**src/rtl/bcd_chain_updown_counter.sv**
```systemverilog
// Multi-digit up/down counter with a per-digit modulus, cascaded within one cycle.
// Optional HOLD_AT_LIMIT_EN: saturate at the chain limits instead of wrapping.
module bcd_chain_updown_counter #(
    parameter int                  DIGITS   = 4,
    parameter logic [5*DIGITS-1:0] MOD_LIST = {5'd6, 5'd10, 5'd6, 5'd10}
) (
    input  logic                  clk,
    input  logic                  reset,
    input  logic                  enable,
    input  logic                  reverse,
    input  logic                  clear,
    input  logic                  load,
    input  logic [DIGITS*4-1:0]   load_val,
    output logic [DIGITS*4-1:0]   count,
    output logic                  carry_out,
    output logic                  at_zero,
    output logic                  at_max
);

    logic [DIGITS*4-1:0] count_q;
    logic [DIGITS*4-1:0] count_d;
    logic [DIGITS-1:0]   dig_max;
    logic [DIGITS-1:0]   dig_zero;
    logic [DIGITS-1:0]   chain_ok;
    logic                chain_limit;
    logic                hold_limit;

    generate
        for (genvar gi = 0; gi < DIGITS; gi++) begin : g_digit
            localparam logic [4:0] MODV = MOD_LIST[5*gi +: 5];
            localparam logic [3:0] MAXV = 4'(MODV - 5'd1);

            if (MODV < 5'd2 || MODV > 5'd16) begin : g_bad_mod
                $error("bcd_chain_updown_counter: digit modulus out of range 2..16");
            end

            logic [3:0] cur_dig;
            logic [3:0] ld_dig;
            logic [3:0] ld_clamp;
            logic [3:0] step_dig;

            assign cur_dig  = count_q[4*gi +: 4];
            assign ld_dig   = load_val[4*gi +: 4];
            assign ld_clamp = (ld_dig > MAXV) ? MAXV : ld_dig;
            assign dig_max[gi]  = (cur_dig == MAXV);
            assign dig_zero[gi] = (cur_dig == 4'd0);

            assign step_dig = reverse ? (dig_zero[gi] ? MAXV : cur_dig - 4'd1)
                                      : (dig_max[gi]  ? 4'd0 : cur_dig + 4'd1);

            assign count_d[4*gi +: 4] = clear ? 4'd0 :
                                        load  ? ld_clamp :
                                        (enable && chain_ok[gi] && !hold_limit) ? step_dig :
                                        cur_dig;
        end
    endgenerate

    // A digit steps only when every lower digit sits at its rollover value
    // for the current direction.
    always_comb begin
        chain_ok    = '0;
        chain_ok[0] = 1'b1;
        for (int i = 1; i < DIGITS; i++) begin
            chain_ok[i] = chain_ok[i-1] & (reverse ? dig_zero[i-1] : dig_max[i-1]);
        end
    end

    assign chain_limit = reverse ? (&dig_zero) : (&dig_max);

    always_ff @(posedge clk or posedge reset) begin
        if (reset) begin
            count_q <= '0;
        end else begin
            count_q <= count_d;
        end
    end

`ifdef HOLD_AT_LIMIT_EN
    assign hold_limit = chain_limit;
    assign carry_out  = 1'b0;
`else
    logic carry_q;
    logic carry_d;

    assign hold_limit = 1'b0;
    assign carry_d    = !clear && !load && enable && chain_limit;

    always_ff @(posedge clk or posedge reset) begin
        if (reset) begin
            carry_q <= 1'b0;
        end else begin
            carry_q <= carry_d;
        end
    end

    assign carry_out = carry_q;
`endif

    assign count   = count_q;
    assign at_zero = (count_q == '0);
    assign at_max  = &dig_max;

endmodule

```
**config.mk**
```make
export PLATFORM = sky130hd
export DESIGN_NAME = bcd_chain_updown_counter
export DESIGN_NICKNAME = d
export VERILOG_FILES = /design/src/rtl/bcd_chain_updown_counter.sv
export SDC_FILE = /design/constraint.sdc
export NUM_CORES = 1
export LEC_CHECK = 0
export CAP_MARGIN = 20
export CELL_PAD_IN_SITES_DETAIL_PLACEMENT = 0
export CELL_PAD_IN_SITES_GLOBAL_PLACEMENT = 1
export CORE_MARGIN = 5
export CORE_UTILIZATION = 33
export CTS_CLUSTER_DIAMETER = 50
export DETAILED_ROUTE_END_ITERATION = 10
export PLACE_DENSITY = 0.85
export SLEW_MARGIN = 20
export SYNTH_ARGS = -nofsm -noshare
export SYNTH_HDL_FRONTEND = slang
export SYNTH_SLANG_ARGS = --single-unit
```
**constraint.sdc**
```tcl
create_clock -name clk -period 1.9 [get_ports clk]
set_input_delay 0.38 -clock clk [delete_from_list [all_inputs] [get_ports clk]]
set_output_delay 0.38 -clock clk [all_outputs]
set_load 0.02 [all_outputs]
```
## Word-level counts from Yosys, hierarchy flattened

Index checks and enable logic that the tools add are counted.
Widths: inputs -> output; s select.

| operators by class | value |
|---|---|
| order comparisons | 4 |
| equality and inequality tests | 4 |
| reductions and logical operators | 19 |
| mux-type cells | 32 |
| bitwise logic cells | 2 |
| add/sub/neg operators | 8 |

Operator list:

| operator | count |
|---|---|
| $mux 4 | 28 |
| $add 4x1->4 const B | 4 |
| $logic_not 16->1 | 1 |
| $logic_not 4->1 | 4 |
| $sub 4x1->4 const B | 4 |
| $reduce_bool 3->1 | 4 |
| $eq 4x3->1 const B | 2 |
| $eq 4x4->1 const B | 2 |
| $gt 4x3->1 const B | 2 |
| $gt 4x4->1 const B | 2 |
| $reduce_and 4->1 | 2 |
| $logic_and 1x1->1 | 6 |
| $mux 1 | 4 |
| $and 1x1->1 | 2 |
| $logic_not 1->1 | 2 |

| storage, ports and cells | value |
|---|---|
| bits in registers | 17 |
| output and inout port bits | 19 |
| input port bits | 22 |
| logic and storage cells | 74 |

## Depth between registers and ports, before layout

| logic depth | value |
|---|---|
| depth in word-level cells | 8 |
| gate-level depth with buffers | 8 |
| depth with buffers taken out | 7 |

## Least setup slack after synthesis

OpenSTA, ideal clock, no wires.

| path | value |
|---|---|
| path type | register to output |
| start point | register count_q[4] (netlist: count[4]) |
| end point | output port at_zero |
| stages on the path, launching flop included | 6 |
| setup slack | -409 ps |
| data arrival time | 1,929 ps |
| path buffers | 0 |
| path through | dfrtp_1 -> inv_1 -> ha_1 -> or3b_1 -> or4_4 -> nor3_4 |

| between the ends | value |
|---|---|
| longest elaborated chain between the ends | 1 |

RTL lines:

| item | RTL line | text |
|---|---|---|
| from (decl) | 20 | `logic [DIGITS*4-1:0] count_q;` |
| from (signal assigned) | 74 | `count_q <= count_d;` |
| $logic_not 16->1 | 100 | `assign at_zero = (count_q == '0);` |
| to (decl) | 16 | `output logic at_zero,` |

No other way between the ends.

## Worst setup path after layout

| path | value |
|---|---|
| start point | register count_q[5] (netlist: count[5]) |
| end point | output port at_zero |

The elaborated chain is that of the path after synthesis.

==> metrics.cfg <==
[outcome]
outcome=finished with violations
violations=setup timing

[critical_path]
worstSetupPathType=reg2out
reg2reg_from=count[5]$_DFFE_PP0P_
end_kind=output pin
crit_start=count[5]$_DFFE_PP0P_
cp.required_ns=1.52
crit_fanout=2
start_kind=flop
crit_arrival_ns=1.99

[final_layout]
nNetsFinal=327
design_area_um2=2784
area_growth_syn_to_layout_pct=66.79
fill_cells=461
layout-drive-gt1-share_pct=35.14
diodes=0

[floorplanning]
row_count=25
die-width_um=81.12
design.die.area_um2=6580
initial_utilization_pct=34.65
die_h_um=81.12
coreArea_um2=4817
io_pins=41

[sta]
worstMarginPinSlew_ns=1.001
slew_headroom_pct=31.53
rsz0062_at_grt=yes
setup_ws_ns=-0.4736
skew_ns=0.005399
fin_crit_ns=2.374
fmaxAchievable_mhz=421.3
finalSetupViolations=7
finalCritPeriodShare_pct=124.9
final_max_slew_viol_count=0
hold_violations=0

[synth]
synth-xor-area-share_pct=2.624
synth_edf_count=0
synthSimpleGateAreaFrac_pct=29.31
yosys_most_used_dff=dfrtp_1
synth_top_family_by_area=simple AND/OR/NAND/NOR gates
yosysUniqueCellTypes=60
synth_compound_area_share_pct=27.29
yosys_warnings=0
synth_top_area_share_pct=25.49
synth_top_cell_by_area=dfrtp_1
syn_nets=239
synthAdderAreaFrac_pct=5.997
ys_ff_latch=17
synthArstFlopShare_pct=100.0
netlist_area_um2=1669
avgSynthCellArea_um2=7.986
synthTopCellsByArea=dfrtp_1 (25%), ha_1 (6.0%), a21oi_1 (3.9%)
syn_inst=209
yosysSeqAreaShare_pct=25.49
muxShareOfSynthArea_pct=1.499

[clock_tree]
cts_tree=yes
cts.reportedPaths.clkPinSlew_ns=0.07
insertion_delay_ns=0.26
cts.sinks=17
htree_num_levels=1
cts_root_buf=clkbuf_8
cts_hold_buf=0
clockBufferDepth=2
cts-buffers-inserted=3

[power]
finalPower_uw=1291
p_leak_uw=0.001164
power_density_nw_per_um2=463.6
ir_drop_mv=0.2860

[detailed_routing]
wl_met3_um=275
route.detailed.vias_per_inst=5.369
wl_per_cell_um=15.29
detail-route-antenna-nets=0
wl_um=5551
routed.top_layer=met4
wl_met1_um=2341
num_vias=1949
drt_first_pass_iters=4
drt_iter0_markers=130
wl_met2_um=2869
drc=0

[global_routing]
grt_pass1_wl_um=8790
grt_overflow=0
grt_max_degree=18
grt_antenna_before_repair=0
grt.total_usage_pct=16.95
first_global_vias=1870

[placement]
place_hpwl_um=3959
port_buffers=40
place_area_um2=2472
gp_congestion=0.8376

[min_path]
hold_path_class=in2async

[flow_run]
drv_cap=0

==> final timing paths <==
check                                        endpoint  slack [ns]  depth (start not counted)
max in group asynchronous        count[0]$_DFFE_PP0P_        1.25                          3
worst min register to register   count[1]$_DFFE_PP0P_        0.67                          3
worst max register to register  count[14]$_DFFE_PP0P_       -0.19                         11
worst min-delay path            count[14]$_DFFE_PP0P_        0.43                          3
worst max-delay path                          at_zero       -0.47                          6
min in group clk                 count[1]$_DFFE_PP0P_        0.67                          3
==> cell usage after synthesis, drive strengths merged (2+ instances only) <==
master    n
dfrtp    17
nand2    14
nor2     14
a21oi    13
o21ai    13
clkbuf   11
inv      11
nor3     11
ha        8
nand3     8
nor2b     7
buf       6
nand2b    6
o211ai    5
xnor2     4
a221oi    3
a32o      3
nor3b     3
nor4      3
o21a      3
o22ai     3
o311ai    3
o41ai     3
or3b      3
a2111oi   2
a211oi    2
a31oi     2
and3b     2
nand3b    2
nand4     2
or4       2
==> metrics by stage <==
step           hold WS, ns  cells  utilization [%]  TNS (ns)  setup WS, ns
6_report            0.4338    363            57.79    -1.247       -0.4736
5_1_grt             0.4644    363            57.79    -2.185       -0.5159
4_1_cts             0.4344    362            56.55    -2.188       -0.4723
3_5_place_dp        0.6459    348            51.32    -3.846       -0.7149
3_3_place_gp        0.6452    348            51.32    -3.829       -0.6916
2_1_floorplan       0.3058    209                -   -0.4582       -0.2625
==> placed cells by master, fill, tap and decap left out, drive strengths merged, types with 3 or more instances in the layout <==
cell           count
a21oi             13
a221oi             3
a32o               3
buf               62
clkbuf             3
clkdlybuf4s50     35
dfrtp             17
ha                 8
inv               11
nand2             14
nand2b             6
nand3              8
nor2              14
nor2b              7
nor3              11
nor3b              3
nor4               3
o211ai             5
o21a               3
o21ai             13
o22ai              3
o311ai             3
o41ai              3
or3b               3
xnor2              4
==> metal layers <==
| metal | track usage [%] | vias to the layer above |
|---|---|---|
| li1 | - | 954 |
| met1 | 20.86 | 936 |
| met2 | 30.38 | 53 |
| met3 | 3.215 | 6 |
| met4 | 3.885 | 0 |
| met5 | 0 | - |
==> power by group <==
part           switching [uW]  total [uW]  leakage [uW]  internal, uW
sequential               14.6         399      0.000219           384
clock                     134         279     0.0000255           146
combinational             299         612      0.000919           313
total                     448        1290       0.00116           843
==> logic make-up (layout without fill, tap and decap cells) <==
group                    after synthesis  in the layout
AO/OA/AOI/OAI                         65             65
XOR/XNOR                               5              5
adder cells (fa/ha/maj)                8              8
buffers and inverters                 29            116
flip-flops                            17             17
multiplexers                           2              2
AND/OR/NAND/NOR                       83             83
==> sequential cells by signal (all words and copies together), names as in the netlist <==
| name | flops |
|---|---|
| count | 16 |
| carry_out | 1 |
==> final cells by class <==
type	count	area [um^2]	area share [%]
repair buffers	100	899.6	32.31
clock inverters	1	5.005	0.1798
inverters	12	45.04	1.618
multi-input cells	163	1279	45.93
well taps	67	83.83	3.011
clock buffers	3	41.29	1.483
flip-flops and latches	17	430.4	15.46
==> critical path, cell delays in order (launching register included) <==
cell	delay, ns
dfrtp_2	0.42
inv_2	0.08
ha_4	0.12
or3b_4	0.38
or4_4	0.44
nor3_4	0.16
buf_6	0.14
==> repair_timing <==
action                                  in CTS  in global routing
setup buffers                               10                  6
gates resized for setup                     43                 18
endpoints found under the setup margin      13                 14
hold endpoints to repair                     0                  0
cloned                                       0                  0
pin swaps                                   14                 12
Power figures use the tool's default switching activity.
